$ cat src/rtl/jtkiwi_romrq_pkg.sv
// Shared types and defaults for the Kiwi graphics ROM request responder.
// JTKIWI_ROMRQ_CACHE2_EN selects a two-entry cache instead of one entry.
package jtkiwi_romrq_pkg;

  localparam int AW_DEF  = 20;
  localparam int SDW_DEF = 21;

  typedef enum logic [1:0] {
    IDLE = 2'd0,
    REQ  = 2'd1,
    RD0  = 2'd2,
    RD1  = 2'd3
  } state_t;

  typedef struct packed {
    logic [AW_DEF-1:0] tag;
    logic [31:0]       data;
    logic              valid;
  } entry_t;

`ifdef JTKIWI_ROMRQ_CACHE2_EN
  localparam int ENTRIES = 2;
`else
  localparam int ENTRIES = 1;
`endif

endpackage

$ cat src/rtl/jtkiwi_romrq_cache.sv
// Tag cache for jtkiwi_gfx_romrq: lookup, fill and replacement.
// JTKIWI_ROMRQ_CACHE2_EN gives two entries with a round-robin fill pointer.
module jtkiwi_romrq_cache
  import jtkiwi_romrq_pkg::*;
#(
  parameter int AW = AW_DEF
) (
  input  logic          clk,
  input  logic          rst,
  input  logic [AW-1:0] look_addr,
  output logic          hit,
  output logic [31:0]   hit_data,
  input  logic          fill_en,
  input  logic [AW-1:0] fill_addr,
  input  logic [31:0]   fill_data
);

  entry_t entry_q [ENTRIES];
  entry_t entry_d [ENTRIES];

  function automatic logic [AW_DEF-1:0] tag_of(input logic [AW-1:0] a);
    return AW_DEF'(a);
  endfunction

  always_comb begin
    hit      = 1'b0;
    hit_data = '0;
    for (int i = 0; i < ENTRIES; i++) begin
      if (entry_q[i].valid && (entry_q[i].tag == tag_of(look_addr))) begin
        hit      = 1'b1;
        hit_data = entry_q[i].data;
      end
    end
  end

`ifdef JTKIWI_ROMRQ_CACHE2_EN
  logic ptr_q;
  logic ptr_d;

  // With two entries the pointer always lands on the older line.
  always_comb begin
    ptr_d = ptr_q;
    for (int i = 0; i < ENTRIES; i++) entry_d[i] = entry_q[i];
    if (fill_en) begin
      entry_d[ptr_q] = '{tag: tag_of(fill_addr), data: fill_data, valid: 1'b1};
      ptr_d          = ~ptr_q;
    end
  end

  always_ff @(posedge clk or posedge rst) begin
    if (rst) ptr_q <= 1'b0;
    else     ptr_q <= ptr_d;
  end
`else
  always_comb begin
    entry_d[0] = entry_q[0];
    if (fill_en) begin
      entry_d[0] = '{tag: tag_of(fill_addr), data: fill_data, valid: 1'b1};
    end
  end
`endif

  always_ff @(posedge clk or posedge rst) begin
    if (rst) begin
      for (int i = 0; i < ENTRIES; i++) entry_q[i] <= '0;
    end else begin
      for (int i = 0; i < ENTRIES; i++) entry_q[i] <= entry_d[i];
    end
  end

endmodule

$ cat src/rtl/jtkiwi_gfx_romrq.sv
// Graphics ROM request responder: answers 32-bit reads from a tag cache and
// fills misses with two 16-bit SDRAM reads. Cache size set by JTKIWI_ROMRQ_CACHE2_EN.
module jtkiwi_gfx_romrq
  import jtkiwi_romrq_pkg::*;
#(
  parameter int AW  = AW_DEF,
  parameter int SDW = SDW_DEF
) (
  input  logic           rst,
  input  logic           clk,
  input  logic           rom_cs,
  input  logic [AW-1:0]  rom_addr,
  output logic [31:0]    rom_data,
  output logic           rom_ok,
  output logic           sdram_req,
  output logic [SDW-1:0] sdram_addr,
  input  logic           sdram_ack,
  input  logic           sdram_dst,
  input  logic [15:0]    sdram_din
);

  state_t         state_q, state_d;
  logic [AW-1:0]  line_addr_q, line_addr_d;
  logic [15:0]    low_q, low_d;
  logic           rom_ok_q, rom_ok_d;
  logic [31:0]    rom_data_q, rom_data_d;

  logic           hit;
  logic [31:0]    hit_data;
  logic           fill_en;

  jtkiwi_romrq_cache #(
    .AW (AW)
  ) u_cache (
    .clk       (clk),
    .rst       (rst),
    .look_addr (rom_addr),
    .hit       (hit),
    .hit_data  (hit_data),
    .fill_en   (fill_en),
    .fill_addr (line_addr_q),
    .fill_data ({sdram_din, low_q})
  );

  always_comb begin
    state_d     = state_q;
    line_addr_d = line_addr_q;
    low_d       = low_q;
    fill_en     = 1'b0;
    case (state_q)
      IDLE: begin
        if (rom_cs && !hit) begin
          line_addr_d = rom_addr;
          state_d     = REQ;
        end
      end
      REQ: begin
        if (sdram_ack) state_d = RD0;
      end
      RD0: begin
        if (sdram_dst) begin
          low_d   = sdram_din;
          state_d = RD1;
        end
      end
      RD1: begin
        if (sdram_dst) begin
          fill_en = 1'b1;
          state_d = IDLE;
        end
      end
      default: state_d = IDLE;
    endcase

    // The hit path runs regardless of any fetch in flight.
    rom_ok_d   = rom_cs & hit;
    rom_data_d = hit ? hit_data : rom_data_q;
  end

  always_ff @(posedge clk or posedge rst) begin
    if (rst) begin
      state_q     <= IDLE;
      line_addr_q <= '0;
      low_q       <= '0;
      rom_ok_q    <= 1'b0;
      rom_data_q  <= '0;
    end else begin
      state_q     <= state_d;
      line_addr_q <= line_addr_d;
      low_q       <= low_d;
      rom_ok_q    <= rom_ok_d;
      rom_data_q  <= rom_data_d;
    end
  end

  // line_addr only moves on a miss in IDLE, so the SDRAM address holds for the whole fetch.
  assign sdram_req  = (state_q == REQ);
  assign sdram_addr = SDW'({line_addr_q, 1'b0});
  assign rom_ok     = rom_ok_q;
  assign rom_data   = rom_data_q;

endmodule

$ cat config.mk
export PLATFORM = sky130hd
export DESIGN_NAME = jtkiwi_gfx_romrq
export DESIGN_NICKNAME = d
export VERILOG_FILES = /design/src/rtl/jtkiwi_romrq_pkg.sv /design/src/rtl/jtkiwi_romrq_cache.sv /design/src/rtl/jtkiwi_gfx_romrq.sv
export SDC_FILE = /design/constraint.sdc
export NUM_CORES = 1
export LEC_CHECK = 0
export CAP_MARGIN = 10
export CORE_ASPECT_RATIO = 1.25
export CORE_MARGIN = 2
export CORE_UTILIZATION = 30
export DETAILED_ROUTE_END_ITERATION = 8
export HOLD_SLACK_MARGIN = 0.02
export PLACE_DENSITY = 0.53
export SETUP_SLACK_MARGIN = 0.02
export SLEW_MARGIN = 30
export SYNTH_ARGS = -nofsm -noshare
export SYNTH_HDL_FRONTEND = slang
export SYNTH_SLANG_ARGS = --single-unit
$ cat constraint.sdc
create_clock -name clk -period 5 [get_ports clk]
set_clock_uncertainty 0.2 [all_clocks]
set_input_delay 1 -clock clk [delete_from_list [all_inputs] [get_ports clk]]
set_output_delay 1 -clock clk [all_outputs]
set_load 0.01 [all_outputs]
==> Word level (Yosys, flattened, before mapping) <==
Index checks and enable logic that the tools add are counted.
{ "op_classes": {"eq_ne": 8, "mux": 9, "n_bitwise": 1, "n_reduce_logical": 7} }
{ "op_table": {"columns": ["operator", "n"], "rows": [
  ["2-to-1 mux 32 bit", 1],
  ["equality test 20 bit", 1],
  ["2-to-1 mux 2 bit", 4],
  ["one-hot mux 2 bit (4 select lines)", 1],
  ["!= test 2 bit (second input constant)", 3],
  ["equality test 2 bit (second input constant)", 2],
  ["AND reduction 2 bit", 2],
  ["AND reduction 4 bit", 1],
  ["2-to-1 mux 1 bit", 3],
  ["equality test 2 x 1 -> 1 bit (second input constant)", 1],
  ["logical AND 1 bit", 2],
  ["zero test 2 bit", 1],
  ["!= test 2 x 1 -> 1 bit (second input constant)", 1],
  ["bitwise AND 1 bit", 1],
  ["zero test 1 bit", 1]
]} }
{ "totals": {"regBits": 124} }

==> Depth between registers and ports, before layout <==
Gate-level depths: netlist (run 1).
{ "logic_depth": {"ltp_word": 7, "ltp_mapped": 7, "mapped_depth_nobuf": 7} }

==> Modules after synthesis <==
Synthesis (run 1) repeated with hierarchy kept, for this count alone.
{ "hier_totals": {"hier_cells": 349, "hier_area_um2": 5357.6} }
{ "modules_own_cells": {"columns": ["mod", "n_inst", "cells_each", "area_each_um2", "seq_area_each_um2"], "rows": [
  ["jtkiwi_gfx_romrq", 1, 166, 2851.5, 1776.7],
  ["jtkiwi_romrq_cache", 1, 183, 2506.2, 1326.3]
]} }

==> Least setup slack after synthesis (run 1) <==
Ideal clock, no wire load.
{ "synth_path": {"path_type": "input to register", "start": "input port rom_addr[16]", "end": "register rom_data_q[10] (netlist: rom_data[10])", "arrival_ns": 2.219, "required_time_ns": 4.675, "path_slack_ns": 2.456, "path_stages": 6, "path_buffers": 1, "path_cell_list": "xnor2_1 nand4_1 nor4_2 nand2_2 buf_6 mux2_4"} }
{ "synth_via": {"elab_chain_len": 3, "elab_cells_between_ends": 4} }
{ "synth_lines": {"columns": ["element", "line_no", "text"], "rows": [
  ["from (decl)", "jtkiwi_gfx_romrq.sv:12", "input logic [AW-1:0] rom_addr,"],
  ["equality test 20 bit *", "jtkiwi_romrq_cache.sv:29", "if (entry_q[i].valid && (entry_q[i].tag == tag_of(look_addr))) begin"],
  ["logical AND 1 bit *", "jtkiwi_romrq_cache.sv:29", null],
  ["2-to-1 mux 32 bit / 2-to-1 mux 1 bit (equally long branches)", "jtkiwi_romrq_cache.sv:29", null],
  ["to (signal assigned)", "jtkiwi_gfx_romrq.sv:92", "rom_data_q <= rom_data_d;"],
  ["to (decl)", "jtkiwi_gfx_romrq.sv:26", "logic [31:0] rom_data_q, rom_data_d;"]
]} }
Every way passes the cells marked *; elsewhere a longest branch is shown, timed or not.
A chain may end at the register's enable or synchronous reset.

==> Final worst setup path (run 1) <==
{ "layout_path": {"start": "input port rom_addr[15]", "end": "register rom_data_q[1] (netlist: rom_data[1])"} }
Same word-level chain as after synthesis.

==> results.toml, run 1 <==
[outcome]
outcome = "finished clean"

[pwr]
leakage_nw = 3.08
swShare_pct = 27.0
vdd_drop_max_mv = 0.254
clkPwrFrac_pct = 32.9
power_density_nw_per_um2 = 574
comb_power_share_pct = 27.0
pwr-share-seq_pct = 40.0
net-switching-power_w = 0.00108
p_int_w = 0.00292

[logic_synthesis]
synth_flop_cell = "dfrtp_1"
yosys_warnings = 0
seq_area_frac_synth_pct = 60.7
ys_top_cells_by_area = "dfrtp_1 (61%), mux2_2 (20%), mux2_4 (8.5%), xnor2_1 (2.9%), ha_1 (1.2%)"
syn_inst = 320
synth_nets = 366
ys_async_sr_fraction_pct = 100
postSynthAreaPerCell_um2 = 16.0
yosys.area.top_type_share_pct = 60.7
syn_area_um2 = 5110
synth.distinct_cells = 27
yosys_register_bits = 124
synth-edff-count = 0
synth_top_area_cell = "dfrtp_1"

[critical_path]
rrSetupSlack_ps = 2710
start_kind = "input port"
cp_data_required_time_ps = 5100
worstPathArrival_ps = 3070
crit_chain = "clkdlybuf4s50_1, xnor2_1, nand4_1, nor4_2, nand2_2, buf_4, mux2_4"
cp_max_fo = 34
crit_path_end = "rom_data[1]$_DFFE_PP0P_"
reg2reg_depth = 6
cp-end-kind = "flip-flop"
critPathLaunch = "rom_addr[15]"
cp_slowest_stage_delay_ps = 440
timing.rr.start = "u_cache.entry_q[48]$_DFFE_PP0P_"
r2r-end = "rom_data[1]$_DFFE_PP0P_"
crit_slowest_cell = "clkdlybuf4s50_1"
critPathKind = "input port to flip-flop"

[finish]
finish.net_count = 472
num_antenna_cells = 0
synthToLayoutAreaGrowth_pct = 36.0
drive_above_1_share_pct = 37.1
final_common_cell = "dfrtp_1"
mostFrequentLayoutCells = "dfrtp_1 (124), clkdlybuf4s50_1 (94), mux2_2 (92)"

[clock_network]
cts_hold_buf = 0
cts.sinks = 124
clk_pin_slew_ps = 60
cts_made_buffers = 17
cts_tree = "done"
cts_setup_buffers = 0
cts_resized = 0
htree_levels = 4
max-clock-path-buffers = 2
clk_latency_ps = 410
cts_root_buf = "clkbuf_16"

[drt]
vias = 2941
vias_per_cell = 4.46
firstDrtPassIters = 6
drc = 0
avgRoutedWirePerCell_um = 15.4
drt_iter0_drc = 88
drt-total-wl_um = 10100
ant_nets = 0

[die]
die_area_um2 = 18100
fp-row-count = 53
die_h_um = 150
ios = 96
die_x_um = 121
core_area_um2 = 16800
initial_utilization_pct = 30.5

[timing]
hold_viol = 0
period_share_pct = 59.3
rsz0062_at_grt = "no"
clock.fmax_mhz = 337
worstMarginPinSlew_ps = 825
finalCriticalPeriod_ps = 2970
slew_headroom_pct = 44.9
finalSetupViolations = 0
timing.final.max_slew_violations = 0
holdWs_ps = 296
finalSetupTns_ps = 0

[run]
drv_cap = 0

[global_routing]
grt_pass1_vias = 3237
gr-usage-all-layers_pct = 12.4
grt_max_degree = 64
overflow = 0
grt_pass1_wl_um = 16900
antenna_found_initial = 0

[worst_hold_path]
min_delay_path_depth = 1
hold_path.class = "flip-flop to flip-flop"

[placed_design]
portBuffers = 94
place.gp.congestion = 0.682
hpwl_um = 6850
==> power groups by stage <==
| stage | registers (W) | logic (W) | clock network (W) |
|---|---|---|---|
| after floorplan | 0.00160 | 0.000703 | 0 |
| after global placement | 0.00159 | 0.00108 | 0 |
| after detailed placement | 0.00162 | 0.00110 | 0 |
| after CTS | 0.00161 | 0.00111 | 0.00135 |
| after global routing | 0.00165 | 0.00119 | 0.00140 |
| final | 0.00160 | 0.00108 | 0.00132 |
==> sequential cells by signal, indices dropped and copies added (netlist names) <==
register / cells
rom_ok: 1
state_q: 2
rom_data: 32
u_cache.entry_q: 53
low_q: 16
line_addr_q: 20
==> worst max-delay path: cells and delay by family <==
family                    cells  cell delay (ps)
buffers and inverters         2              780
and+or+nand+nor               3              560
muxes                         1              370
xor gates and xnor gates      1              330
==> stage by stage <==
| step | instance area [um2] | worst slack [ps] | total power, W | instances | utilization, % |
|---|---|---|---|---|---|
| global route | 6950 | 1900 | 0.00424 | 659 | 41.4 |
| global placement | 6310 | 1600 | 0.00267 | 627 | 37.6 |
| floorplan | 5110 | 501 | 0.00230 | 320 | - |
| CTS | 6950 | 2020 | 0.00406 | 659 | 41.4 |
| detailed placement | 6310 | 1580 | 0.00272 | 627 | 37.6 |
| finish | 6950 | 2030 | 0.00399 | 659 | 41.4 |
==> cells in the mapped netlist (2+ instances only) <==
cell type / instances
mux2_4: 29
nor4_2: 2
nor2_1: 5
xor2_1: 3
ha_1: 5
dfrtp_1: 124
and4_1: 2
nand2_1: 5
inv_1: 5
buf_2: 2
nand4_1: 7
clkbuf_1: 6
mux2_2: 92
xnor2_1: 17
a31oi_1: 2
buf_6: 3
==> cell type report <==
cell class | count | area, um2
clock buffers | 21 | 470
flip-flops and latches | 124 | 3100
fillers | 1562 | 9830
inverters | 5 | 21.3
multi-input cells | 179 | 1920
clock inverters | 11 | 165
well taps | 220 | 275
repair buffers | 99 | 991
==> worst min-delay path by stage <==
stage / start / endpoint
after floorplan: u_cache.entry_q[0]$_DFFE_PP0P_ / u_cache.entry_q[0]$_DFFE_PP0P_
after global placement: u_cache.entry_q[0]$_DFFE_PP0P_ / u_cache.entry_q[0]$_DFFE_PP0P_
after detailed placement: u_cache.entry_q[0]$_DFFE_PP0P_ / u_cache.entry_q[0]$_DFFE_PP0P_
after CTS: low_q[12]$_DFFE_PP0P_ / u_cache.entry_q[13]$_DFFE_PP0P_
after global routing: u_cache.entry_q[21]$_DFFE_PP0P_ / rom_data[20]$_DFFE_PP0P_
final: low_q[12]$_DFFE_PP0P_ / u_cache.entry_q[13]$_DFFE_PP0P_
==> logic make-up after synthesis <==
kind of cell	Yosys count	synth area share (%)
xor+xnor	20	3.43
buf+inv	17	1.81
other cells	1	0.0734
simple gates	24	2.79
mux	122	29.0
fa+ha+maj	5	1.22
flops	124	60.7
compound gates	7	0.979
==> routing by layer <==
layer	routed length (um)	GRT usage, %
met1	4290	14.4
met2	4980	19.9
met3	645	4.80
met4	219	5.93
met5	0	0
Power figures use the tool's default switching activity.
==> inputs of run 2 (changes only) <==
PLACE_DENSITY = 0.55   (was 0.53)
clock period = 2.7 ns   (was 5 ns; I/O delays follow)
==> run 2 against run 1 <==
Net effect: register-to-register slack worse by 2200 ps; sequential share of layout area down 0.80 points; count of clock-buffer cells in the layout up 4; non-clock buffer count up 7; core utilization up 0.75 points; via count up 0.85%; worst hold slack worse by 1.4 ps; critical endpoint is now sdram_req; largest cell class unchanged.
==> results.toml, run 2 (synthesized netlist as in run 1, its figures left out) <==
[outcome]
outcome = "finished clean"

[drt]
drc = 0
ant_nets = 0
vias_per_cell = 4.46
vias = 2966
top_layer_used = "met4"
drt-total-wl_um = 10100
met3_wirelength_um = 586
firstDrtPassIters = 4
drt_iter0_drc = 48
avgRoutedWirePerCell_um = 15.2
met1_length_um = 4120
route.met2.wl_um = 5140

[finish]
final_common_cell = "dfrtp_1"
finish.net_count = 479
top_register = "u_cache.entry_q"
num_antenna_cells = 0
seqCellArea_um2 = 3100
finish.utilization_pct = 42.2
num-fill-cells = 1550
mostFrequentLayoutCells = "dfrtp_1 (124), clkdlybuf4s50_1 (94), mux2_2 (92)"
largest_reg_flops = 53
drive_above_1_share_pct = 37.8
design_area_um2 = 7080
multiInputGateArea_um2 = 1920
synthToLayoutAreaGrowth_pct = 38.5

[clock_network]
cts_resized = 0
max-clock-path-buffers = 2
cts_made_buffers = 17
cts_setup_buffers = 0
clk_latency_ps = 410
clk_pin_slew_ps = 50
cts_root_buf = "clkbuf_16"
htree_levels = 4
cts_tree = "done"
cts_hold_buf = 0
cts.sinks = 124

[die]
die_h_um = 150
initial_utilization_pct = 30.5
die_x_um = 121
fp-row-count = 53
core_area_um2 = 16800
die_area_um2 = 18100
ios = 96

[pwr]
net-switching-power_w = 0.00194
pwr-share-seq_pct = 39.6
p_total_w = 0.00748
leakage_nw = 3.14
comb_power_share_pct = 27.7
vdd_drop_max_mv = 0.490
power_density_nw_per_um2 = 1060
clkPwrFrac_pct = 32.8
swShare_pct = 25.9
p_int_w = 0.00554

[placed_design]
hpwl_um = 6980
place.gp.congestion = 0.682
portBuffers = 94
dpl-instance-area_um2 = 6430

[timing]
slew_headroom_pct = 57.0
finalSetupTns_ps = 0
finalCriticalPeriod_ps = 2470
timing.final.max_slew_violations = 0
worstMarginPinSlew_ps = 645
rsz0062_at_grt = "no"
hold_viol = 0
holdWs_ps = 295
clock.fmax_mhz = 405
period_share_pct = 91.5
finalSetupViolations = 0

[critical_path]
worstPathArrival_ps = 1730
cp-end-kind = "primary output"
critPathKind = "flip-flop to primary output"
start_kind = "flip-flop"
cp_max_fo = 4
cp_data_required_time_ps = 1960

[global_routing]
grt_pass1_vias = 3195
overflow = 0
gr-usage-all-layers_pct = 12.2
antenna_found_initial = 0
grt_pass1_wl_um = 16700
grt_max_degree = 74

[run]
drv_cap = 0

[worst_hold_path]
hold_path.class = "flip-flop to flip-flop"
==> run 2: cell types whose count changed in the layout (fill, tap and decap cells not counted), sizes merged <==
cell    delta
buf        +7
inv        -1
clkbuf     +4
clkinv     -4
==> run 2: path summary, 6_finish.rpt <==
check / start / to / slack (ps) / depth (start not counted)
worst max-delay path: state_q[1]$_DFFE_PP0P_ / sdram_req / 230 / 3
worst min-delay path: u_cache.entry_q[16]$_DFFE_PP0P_ / rom_data[15]$_DFFE_PP0P_ / 290 / 1
worst max register to register: state_q[0]$_DFFE_PP0P_ / state_q[1]$_DFFE_PP0P_ / 490 / 7
worst min register to register: u_cache.entry_q[16]$_DFFE_PP0P_ / rom_data[15]$_DFFE_PP0P_ / 290 / 1
max in group asynchronous: rst / u_cache.entry_q[22]$_DFFE_PP0P_ / 1330 / 3
min in group asynchronous: rst / u_cache.entry_q[52]$_DFFE_PP0P_ / 380 / 3
==> run 2: layer usage <==
metal  GRT usage [%]  vias up
li1                -     1359
met1            13.7     1515
met2            20.5       76
met3            4.65       16
met4            5.93        0
met5               0        -
==> run 2: layout make-up <==
cell class | count | share of cell area (%)
Timing Repair Buffer | 106 | 15.6
Inverter | 5 | 0.318
Clock inverter | 6 | 1.84
Multi-Input combinational cell | 179 | 27.2
Clock buffer | 25 | 7.28
Tap cell | 220 | 3.89
Sequential cell | 124 | 43.8
==> run 2: power groups by stage <==
stage,Clock [W],Combinational (W),Sequential (W)
final,0.00245,0.00207,0.00296
after global routing,0.00262,0.00228,0.00305
after CTS,0.00252,0.00212,0.00297
after detailed placement,0,0.00211,0.00300
after global placement,0,0.00206,0.00295
after floorplan,0,0.00130,0.00297
==> run 2: critical path: stages (launching register included) <==
cell and delay (ps):
dfrtp_1 410, inv_1 140, ha_1 220, clkdlybuf4s50_1 550
==> run 2: stage by stage <==
stage | worst slack, ps | std cells
floorplan | 435 | 320
global placement | -118 | 634
detailed placement | -117 | 634
CTS | 182 | 665
global route | 118 | 665
finish | 229 | 665
